### config.mk
export PLATFORM = sky130hd
export DESIGN_NAME = mem_access_stage_flat
export DESIGN_NICKNAME = d
export VERILOG_FILES = /design/src/rtl/mem_access_stage_pkg.sv /design/src/rtl/mem_access_stage_if.sv /design/src/rtl/mem_access_stage_lane_align.sv /design/src/rtl/mem_access_stage.sv /design/src/flat_wrapper.sv
export SDC_FILE = /design/constraint.sdc
export NUM_CORES = 1
export LEC_CHECK = 0
export ABC_AREA = 1
export CORE_MARGIN = 5
export CORE_UTILIZATION = 30
export DETAILED_ROUTE_END_ITERATION = 10
export GPL_TIMING_DRIVEN = 0
export SETUP_SLACK_MARGIN = 0.4
export SLEW_MARGIN = 30
export SYNTH_ARGS = -nofsm -noshare
export SYNTH_HDL_FRONTEND = slang
export SYNTH_HIERARCHICAL = 1
export SYNTH_SLANG_ARGS = --single-unit
### constraint.sdc
create_clock -name clk -period 7.6 [get_ports clk]
set_input_delay 0.76 -clock clk [delete_from_list [all_inputs] [get_ports clk]]
set_output_delay 0.76 -clock clk [all_outputs]
set_load 0.02 [all_outputs]
### src/rtl/mem_access_stage_pkg.sv
// Shared definitions for the memory-access pipeline stage.
// Contents: access-size encodings, stage FSM states, MEM/WB field widths.
// Imported by the lane aligner and the stage top.
package mem_access_stage_pkg;

    localparam int SIZE_W       = 2;
    localparam int MEM_TO_REG_W = 2;
    localparam int REG_WRITE_W  = 1;

    typedef enum logic [SIZE_W-1:0] {
        SIZE_BYTE  = 2'b00,
        SIZE_HALF  = 2'b01,
        SIZE_WORD  = 2'b10,
        SIZE_DWORD = 2'b11
    } memSizeE;

    typedef enum logic {
        IDLE = 1'b0,
        REQ  = 1'b1
    } stageStateE;

    // Number of bytes touched by an access of the given size.
    function automatic int sizeBytes(memSizeE size);
        return 1 << size;
    endfunction

endpackage

### src/rtl/mem_access_stage_if.sv
// Memory bus between the memory-access stage (master) and the data memory (slave).
// Request side: mem_req/mem_we/mem_addr/mem_wdata/mem_be; response side: mem_ack/mem_rdata.
// The master holds the request stable until mem_ack; mem_rdata is bus-aligned.
interface mem_access_stage_if #(
    parameter int XLEN = 32
);
    logic              mem_req;
    logic              mem_we;
    logic [XLEN-1:0]   mem_addr;
    logic [XLEN-1:0]   mem_wdata;
    logic [XLEN/8-1:0] mem_be;
    logic              mem_ack;
    logic [XLEN-1:0]   mem_rdata;

    modport master (
        output mem_req, mem_we, mem_addr, mem_wdata, mem_be,
        input  mem_ack, mem_rdata
    );

    modport slave (
        input  mem_req, mem_we, mem_addr, mem_wdata, mem_be,
        output mem_ack, mem_rdata
    );
endinterface

### src/rtl/mem_access_stage_lane_align.sv
// Byte-lane helper: byte enables, store replication, load extraction/extension, misalign detect.
// Purely combinational (zero latency), no state and no handshake.
// Ports: addrLow/size/isUnsigned select the lane; storeData/loadData in, byteEn/storeRep/loadExt/misaligned out.
module mem_lane_align
    import mem_access_stage_pkg::*;
#(
    parameter int XLEN = 32
) (
    input  logic [2:0]        addrLow,
    input  memSizeE           size,
    input  logic              isUnsigned,
    input  logic [XLEN-1:0]   storeData,
    input  logic [XLEN-1:0]   loadData,
    output logic [XLEN/8-1:0] byteEn,
    output logic [XLEN-1:0]   storeRep,
    output logic [XLEN-1:0]   loadExt,
    output logic              misaligned
);
    localparam int NB     = XLEN / 8;
    localparam int LANE_W = $clog2(NB);

    logic [LANE_W-1:0] laneOfs;
    logic [NB-1:0]     sizeMask;
    logic [XLEN-1:0]   shifted;

    assign laneOfs  = addrLow[LANE_W-1:0];
    assign sizeMask = NB'((64'd1 << sizeBytes(size)) - 64'd1);
    assign byteEn   = sizeMask << laneOfs;
    // Bring the addressed lane down to bit 0 before extension.
    assign shifted  = loadData >> {laneOfs, 3'b000};

    always_comb begin
        storeRep   = storeData;
        loadExt    = shifted;
        misaligned = 1'b0;
        unique case (size)
            SIZE_BYTE: begin
                storeRep = {NB{storeData[7:0]}};
                loadExt  = isUnsigned ? XLEN'(shifted[7:0]) : XLEN'($signed(shifted[7:0]));
            end
            SIZE_HALF: begin
                storeRep   = {(NB/2){storeData[15:0]}};
                loadExt    = isUnsigned ? XLEN'(shifted[15:0]) : XLEN'($signed(shifted[15:0]));
                misaligned = addrLow[0];
            end
            SIZE_WORD: begin
                storeRep   = {(XLEN/32){storeData[31:0]}};
                loadExt    = isUnsigned ? XLEN'(shifted[31:0]) : XLEN'($signed(shifted[31:0]));
                misaligned = |addrLow[1:0];
            end
            SIZE_DWORD: begin
                storeRep   = storeData;
                loadExt    = shifted;
                // A doubleword does not exist on a 32-bit bus, so it is reported as misaligned.
                misaligned = (XLEN != 64) || (|addrLow);
            end
            default: begin
                storeRep   = storeData;
                loadExt    = shifted;
                misaligned = 1'b0;
            end
        endcase
    end

endmodule

### src/rtl/mem_access_stage.sv
// Memory-access pipeline stage: issues loads/stores on the memory bus and fills the MEM/WB register.
// Latency: pass-through/misaligned 1 cycle; memory op 1 + ack-wait cycles + 1; bus timeout after TIMEOUT request cycles.
// Backpressure: in_ready is high only in IDLE, so one op is in flight at a time.
// Ports: clk/rst; upstream in_* with in_valid/in_ready and flush; mem bus interface (master); wb_* MEM/WB outputs; misalign/bus_err pulses.
module mem_access_stage
    import mem_access_stage_pkg::*;
#(
    parameter int XLEN    = 32,
    parameter int RA_W    = 5,
    parameter int TIMEOUT = 16
) (
    input  logic                    clk,
    input  logic                    rst,

    input  logic                    in_valid,
    output logic                    in_ready,
    input  logic                    in_mem_read,
    input  logic                    in_mem_write,
    input  logic [SIZE_W-1:0]       in_size,
    input  logic                    in_unsigned,
    input  logic [XLEN-1:0]         in_alu_result,
    input  logic [XLEN-1:0]         in_write_data,
    input  logic [XLEN-1:0]         in_pc_plus4,
    input  logic [MEM_TO_REG_W-1:0] in_mem_to_reg,
    input  logic                    in_reg_write,
    input  logic [RA_W-1:0]         in_write_reg,
    input  logic                    flush,

    mem_access_stage_if.master      mem,

    output logic                    wb_valid,
    output logic [XLEN-1:0]         wb_alu_result,
    output logic [XLEN-1:0]         wb_read_data,
    output logic [XLEN-1:0]         wb_pc_plus4,
    output logic [RA_W-1:0]         wb_write_reg,
    output logic [MEM_TO_REG_W-1:0] wb_mem_to_reg,
    output logic                    wb_reg_write,
    output logic                    misalign,
    output logic                    bus_err
);
    localparam int NB     = XLEN / 8;
    localparam int LANE_W = $clog2(NB);
    localparam int CNT_W  = $clog2(TIMEOUT + 1);
    // The counter starts at 0 on the first request cycle, so TIMEOUT-1 marks the last allowed one.
    localparam logic [CNT_W-1:0] TMO_LAST = CNT_W'(TIMEOUT - 1);

    stageStateE state, stateNext;

    // Bus request registers
    logic            memReq, memWe;
    logic [XLEN-1:0] memAddr, memWdata;
    logic [NB-1:0]   memBe;

    // Op captured at issue, used when the bus completes
    logic [XLEN-1:0]         capAlu, capPc;
    logic [RA_W-1:0]         capWriteReg;
    logic [MEM_TO_REG_W-1:0] capMemToReg;
    logic                    capRegWrite, capRead, capUnsigned;
    memSizeE                 capSize;

    logic [CNT_W-1:0] tmoCnt;
    logic             flushPend;

    // FSM strobes
    logic passFire, misFire, startReq, ackDone, tmoDone, suppress;

    // Lane aligner: looks at the incoming op in IDLE, at the captured op while in REQ.
    logic [2:0]      alignAddrLow;
    memSizeE         alignSize;
    logic            alignUns;
    logic [NB-1:0]   laneBe;
    logic [XLEN-1:0] laneWdata, laneLoad;
    logic            laneMis;

    assign alignAddrLow = (state == IDLE) ? in_alu_result[2:0] : capAlu[2:0];
    assign alignSize    = (state == IDLE) ? memSizeE'(in_size) : capSize;
    assign alignUns     = (state == IDLE) ? in_unsigned : capUnsigned;

    mem_lane_align #(.XLEN(XLEN)) uLaneAlign (
        .addrLow    (alignAddrLow),
        .size       (alignSize),
        .isUnsigned (alignUns),
        .storeData  (in_write_data),
        .loadData   (mem.mem_rdata),
        .byteEn     (laneBe),
        .storeRep   (laneWdata),
        .loadExt    (laneLoad),
        .misaligned (laneMis)
    );

    assign mem.mem_req   = memReq;
    assign mem.mem_we    = memWe;
    assign mem.mem_addr  = memAddr;
    assign mem.mem_wdata = memWdata;
    assign mem.mem_be    = memBe;

    // A flush seen at any point of the bus transaction hides its writeback.
    assign suppress = flushPend | flush;

    always_ff @(posedge clk) begin
        if (rst) begin
            state <= IDLE;
        end else begin
            state <= stateNext;
        end
    end

    always_comb begin
        stateNext = state;
        in_ready  = 1'b0;
        passFire  = 1'b0;
        misFire   = 1'b0;
        startReq  = 1'b0;
        ackDone   = 1'b0;
        tmoDone   = 1'b0;
        unique case (state)
            IDLE: begin
                in_ready = 1'b1;
                if (in_valid && !flush) begin
                    if (!(in_mem_read || in_mem_write)) begin
                        passFire = 1'b1;
                    end else if (laneMis) begin
                        misFire = 1'b1;
                    end else begin
                        startReq  = 1'b1;
                        stateNext = REQ;
                    end
                end
            end
            REQ: begin
                // An ack on the final allowed cycle wins over the timeout.
                if (mem.mem_ack) begin
                    ackDone   = 1'b1;
                    stateNext = IDLE;
                end else if (tmoCnt == TMO_LAST) begin
                    tmoDone   = 1'b1;
                    stateNext = IDLE;
                end
            end
            default: stateNext = IDLE;
        endcase
    end

    always_ff @(posedge clk) begin
        if (rst) begin
            memReq        <= 1'b0;
            memWe         <= 1'b0;
            memAddr       <= '0;
            memWdata      <= '0;
            memBe         <= '0;
            capAlu        <= '0;
            capPc         <= '0;
            capWriteReg   <= '0;
            capMemToReg   <= '0;
            capRegWrite   <= 1'b0;
            capRead       <= 1'b0;
            capUnsigned   <= 1'b0;
            capSize       <= SIZE_BYTE;
            tmoCnt        <= '0;
            flushPend     <= 1'b0;
            wb_valid      <= 1'b0;
            wb_alu_result <= '0;
            wb_read_data  <= '0;
            wb_pc_plus4   <= '0;
            wb_write_reg  <= '0;
            wb_mem_to_reg <= '0;
            wb_reg_write  <= 1'b0;
            misalign      <= 1'b0;
            bus_err       <= 1'b0;
        end else begin
            wb_valid <= passFire | misFire | ((ackDone | tmoDone) & ~suppress);
            misalign <= misFire;
            bus_err  <= tmoDone & ~suppress;

            if (startReq) begin
                memReq      <= 1'b1;
                memWe       <= in_mem_write;
                memAddr     <= {in_alu_result[XLEN-1:LANE_W], LANE_W'(0)};
                memWdata    <= laneWdata;
                memBe       <= laneBe;
                capAlu      <= in_alu_result;
                capPc       <= in_pc_plus4;
                capWriteReg <= in_write_reg;
                capMemToReg <= in_mem_to_reg;
                capRegWrite <= in_reg_write;
                capRead     <= in_mem_read;
                capUnsigned <= in_unsigned;
                capSize     <= memSizeE'(in_size);
                tmoCnt      <= '0;
                flushPend   <= 1'b0;
            end

            if (state == REQ) begin
                if (ackDone || tmoDone) begin
                    memReq    <= 1'b0;
                    flushPend <= 1'b0;
                end else begin
                    tmoCnt <= tmoCnt + 1'b1;
                    if (flush) begin
                        flushPend <= 1'b1;
                    end
                end
            end

            // Writeback fields only change when a writeback is produced.
            if (passFire || misFire) begin
                wb_alu_result <= in_alu_result;
                wb_read_data  <= '0;
                wb_pc_plus4   <= in_pc_plus4;
                wb_write_reg  <= in_write_reg;
                wb_mem_to_reg <= in_mem_to_reg;
                wb_reg_write  <= passFire & in_reg_write;
            end else if ((ackDone || tmoDone) && !suppress) begin
                wb_alu_result <= capAlu;
                wb_read_data  <= (ackDone && capRead) ? laneLoad : '0;
                wb_pc_plus4   <= capPc;
                wb_write_reg  <= capWriteReg;
                wb_mem_to_reg <= capMemToReg;
                wb_reg_write  <= ackDone & capRegWrite;
            end
        end
    end

endmodule
### src/flat_wrapper.sv
// flat-port wrapper written by rule: the top's interface ports become plain ports
module mem_access_stage_flat import mem_access_stage_pkg::*;
#(
    parameter int XLEN    = 32,
    parameter int RA_W    = 5,
    parameter int TIMEOUT = 16
)
  (clk, rst, in_valid, in_ready, in_mem_read, in_mem_write, in_size, in_unsigned, in_alu_result, in_write_data, in_pc_plus4, in_mem_to_reg, in_reg_write, in_write_reg, flush, wb_valid, wb_alu_result, wb_read_data, wb_pc_plus4, wb_write_reg, wb_mem_to_reg, wb_reg_write, misalign, bus_err, mem_mem_req, mem_mem_we, mem_mem_addr, mem_mem_wdata, mem_mem_be, mem_mem_ack, mem_mem_rdata);
  mem_access_stage_if #(.XLEN(XLEN)) mem_i ();
  input  logic clk;
  input  logic rst;
  input  logic in_valid;
  output logic in_ready;
  input  logic in_mem_read;
  input  logic in_mem_write;
  input  logic [SIZE_W-1:0] in_size;
  input  logic in_unsigned;
  input  logic [XLEN-1:0] in_alu_result;
  input  logic [XLEN-1:0] in_write_data;
  input  logic [XLEN-1:0] in_pc_plus4;
  input  logic [MEM_TO_REG_W-1:0] in_mem_to_reg;
  input  logic in_reg_write;
  input  logic [RA_W-1:0] in_write_reg;
  input  logic flush;
  output logic wb_valid;
  output logic [XLEN-1:0] wb_alu_result;
  output logic [XLEN-1:0] wb_read_data;
  output logic [XLEN-1:0] wb_pc_plus4;
  output logic [RA_W-1:0] wb_write_reg;
  output logic [MEM_TO_REG_W-1:0] wb_mem_to_reg;
  output logic wb_reg_write;
  output logic misalign;
  output logic bus_err;
  output wire logic [$bits(mem_i.mem_req)-1:0] mem_mem_req;
  output wire logic [$bits(mem_i.mem_we)-1:0] mem_mem_we;
  output wire logic [$bits(mem_i.mem_addr)-1:0] mem_mem_addr;
  output wire logic [$bits(mem_i.mem_wdata)-1:0] mem_mem_wdata;
  output wire logic [$bits(mem_i.mem_be)-1:0] mem_mem_be;
  input wire logic [$bits(mem_i.mem_ack)-1:0] mem_mem_ack;
  input wire logic [$bits(mem_i.mem_rdata)-1:0] mem_mem_rdata;
  assign mem_mem_req = mem_i.mem_req;
  assign mem_mem_we = mem_i.mem_we;
  assign mem_mem_addr = mem_i.mem_addr;
  assign mem_mem_wdata = mem_i.mem_wdata;
  assign mem_mem_be = mem_i.mem_be;
  assign mem_i.mem_ack = mem_mem_ack;
  assign mem_i.mem_rdata = mem_mem_rdata;
  mem_access_stage #(.XLEN(XLEN), .RA_W(RA_W), .TIMEOUT(TIMEOUT)) u_core (.clk(clk), .rst(rst), .in_valid(in_valid), .in_ready(in_ready), .in_mem_read(in_mem_read), .in_mem_write(in_mem_write), .in_size(in_size), .in_unsigned(in_unsigned), .in_alu_result(in_alu_result), .in_write_data(in_write_data), .in_pc_plus4(in_pc_plus4), .in_mem_to_reg(in_mem_to_reg), .in_reg_write(in_reg_write), .in_write_reg(in_write_reg), .flush(flush), .mem(mem_i), .wb_valid(wb_valid), .wb_alu_result(wb_alu_result), .wb_read_data(wb_read_data), .wb_pc_plus4(wb_pc_plus4), .wb_write_reg(wb_write_reg), .wb_mem_to_reg(wb_mem_to_reg), .wb_reg_write(wb_reg_write), .misalign(misalign), .bus_err(bus_err));
endmodule
==> impl_metrics.ini <==
[die]
die_h_um = 205
die_w_um = 205
placeableCoreArea_sq_um = 37600
floorplan.initialDensity_pct = 30.3
std_cell_rows = 71
die_area_sq_um = 42000
io_pins = 324

[cts]
cells_resized_by_post_cts_repair = 0
cts-root-buf = sky130_fd_sc_hd__clkbuf_16
cts_tree = yes
clock_tree.htree_level_count = 1
clkLatencyLatePin_ps = 550
cts_num_sinks = 228
cts_max_path_buffers = 3
clkSlewWorstSetupHoldPaths_ps = 60
postCtsSetupBuffers = 0
cts_buffers = 28
cts-hold-fix-buffers = 0

[placed_design]
dp.cells = 2471
placer_congestion = 0.891
dp.final_hpwl_um = 33400
numPortBuffers = 320

[route]
ant_nets = 0
routed_wire_length_um = 44800
routed_via_density = 4.81
num_vias = 12200
average_wire_length_per_cell_after_detail_routing_um = 17.7
drt_iter0_drc = 670
drc_violations_left = 0
firstDrtPassIters = 6

[power]
power.density_nw_per_um2 = 205
vdd_ir_drop_max_mv = 0.157
leakage_nw = 6.47

[layout]
final_layout_size_suffix_gt1_share_pct = 10.3
design.final.nets = 2138
finish.cell_count_without_fillers = 2526
area_growth_syn_to_layout_pct = 42.2

[critical_path]
timing.critical_path.required_ps = 8030
critPathArrivalTime_ps = 4320
reg2reg_end = u_core/wb_alu_result[21]$_SDFFE_PP0P_
setup_crit_start_kind = flop
reg2regPathDepth = 14
critical_path.endpoint_type = flop
worstReg2RegStart = u_core/state$_SDFF_PP0_
worst-r2r-setup-slack_ps = 3720
worstSetupPathType = reg2reg
crit_path_max_fanout = 10

[global_route]
met3_usage_pct = 4.27
groute.layer.met1.usage_pct = 26.6
overflow = 0
grt_start_max_net_pins = 14
initial_antenna_violation_count = 9
first_global_vias = 11800
gr_peak_layer = met2
grt_use_met2_pct = 33.1
grt_usage_pct = 20.3
first_pass_grt_wire_length_um = 67100

[hold_path]
min_to = u_core/mem.mem_req$_SDFF_PP0_
hold_sp = u_core/mem.mem_req$_SDFF_PP0_
hold_class = reg2reg
min_path_cells = 2

[logic_synthesis]
synth.cell_area_sq_um = 11400
synth.avg_cell_area_sq_um = 6.95
synth_cells = 1639
ys_warn_count = 6

[sta]
rsz0062_at_grt = no
maxSlewViolCount = 0
finClkSkew_ps = 11.5
worstMarginPinSlew_ps = 649
report.final.setup_viol = 0
setup_total_negative_slack_ps = 0
finalHoldViolCount = 0
relSlewSlack_pct = 56.4
timing.final.crit_period_ps = 3880
crit_share_post_route_pct = 51.1
max_freq_mhz = 258

[run]
max_cap_violations = 0

[run_status]
status = finished, final reports clean
## placed cells by master (no fill, tap or decap), types with 7 or more instances in the layout
| cell | instances |
|---|---|
| sky130_fd_sc_hd__o211ai_1 | 75 |
| sky130_fd_sc_hd__dfxtp_1 | 228 |
| sky130_fd_sc_hd__nor2_1 | 234 |
| sky130_fd_sc_hd__clkbuf_16 | 29 |
| sky130_fd_sc_hd__buf_4 | 46 |
| sky130_fd_sc_hd__inv_2 | 7 |
| sky130_fd_sc_hd__a21oi_1 | 165 |
| sky130_fd_sc_hd__nand2_1 | 337 |
| sky130_fd_sc_hd__buf_6 | 12 |
| sky130_fd_sc_hd__clkdlybuf4s50_1 | 320 |
| sky130_fd_sc_hd__o21ai_0 | 101 |
| sky130_fd_sc_hd__buf_2 | 84 |
| sky130_fd_sc_hd__nand3b_1 | 72 |
| sky130_fd_sc_hd__clkbuf_1 | 37 |
| sky130_fd_sc_hd__nand3_1 | 119 |
| sky130_fd_sc_hd__inv_1 | 99 |
## through the flow
step           utilization [%]  power [mW]  hold slack (ps)  instance area, sq um  setup slack, ps
2_1_floorplan                -        1.66              425                 11400             4670
3_3_place_gp              40.6        1.95              437                 15200             3290
3_5_place_dp              40.6        1.95              443                 15200             3320
4_1_cts                   43.1        3.36              453                 16200             3620
5_1_grt                   43.1        3.47              469                 16200             3390
6_report                  43.1        3.32              451                 16200             3720
## power by group
| part | total [mW] | internal [mW] | switching (mW) | leakage [nW] |
|---|---|---|---|---|
| registers | 1.28 | 1.25 | 0.0262 | 1.86 |
| clock network | 1.38 | 0.852 | 0.531 | 0.462 |
| logic | 0.651 | 0.279 | 0.372 | 4.15 |
| total | 3.32 | 2.39 | 0.929 | 6.47 |
## worst max path at each step
stage | startpoint | to | slack (ps) | cells after the start
final | u_core/state$_SDFF_PP0_ | u_core/wb_alu_result[21]$_SDFFE_PP0P_ | 3720 | 14
after global routing | u_core/state$_SDFF_PP0_ | u_core/wb_alu_result[21]$_SDFFE_PP0P_ | 3390 | 14
after CTS | u_core/state$_SDFF_PP0_ | u_core/wb_write_reg[3]$_SDFFE_PP0P_ | 3620 | 14
after detailed placement | in_alu_result[1] | u_core/wb_write_reg[3]$_SDFFE_PP0P_ | 3320 | 14
after global placement | in_alu_result[1] | u_core/wb_write_reg[3]$_SDFFE_PP0P_ | 3290 | 14
after floorplan | u_core/state$_SDFF_PP0_ | u_core/wb_alu_result[0]$_SDFFE_PP0P_ | 4670 | 14
## layout make-up
| class | count | area, sq um |
|---|---|---|
| Fill cell | 3916 | 21400 |
| Antenna cell | 4 | 10.0 |
| Tap cell | 511 | 639 |
| Timing Repair Buffer | 320 | 3200 |
| Sequential cell | 228 | 4560 |
| Buffer | 176 | 1030 |
| Clock inverter | 12 | 169 |
| Multi-Input combinational cell | 1130 | 5410 |
| Clock buffer | 39 | 783 |
| Inverter | 106 | 398 |
## per-layer routing
layer / wire length [um] / vias up
li1: - / 6026
met1: 19400 / 5604
met2: 20600 / 420
met3: 3280 / 92
met4: 1470 / 8
met5: 42 / -
## worst max-delay path, stage by stage (launching register included)
cell                       delay, ps
sky130_fd_sc_hd__dfxtp_1         450
sky130_fd_sc_hd__inv_2           110
sky130_fd_sc_hd__clkbuf_1        250
sky130_fd_sc_hd__o21ai_1         580
sky130_fd_sc_hd__buf_2           340
sky130_fd_sc_hd__buf_2           270
sky130_fd_sc_hd__o21ai_0         130
sky130_fd_sc_hd__nand2_1         140
sky130_fd_sc_hd__buf_2           350
sky130_fd_sc_hd__inv_1           160
sky130_fd_sc_hd__a21oi_4         470
sky130_fd_sc_hd__buf_6           220
sky130_fd_sc_hd__nor2_1           60
sky130_fd_sc_hd__nor2_1          160
sky130_fd_sc_hd__nor2_1           60
(Power assumes the default switching activity.)
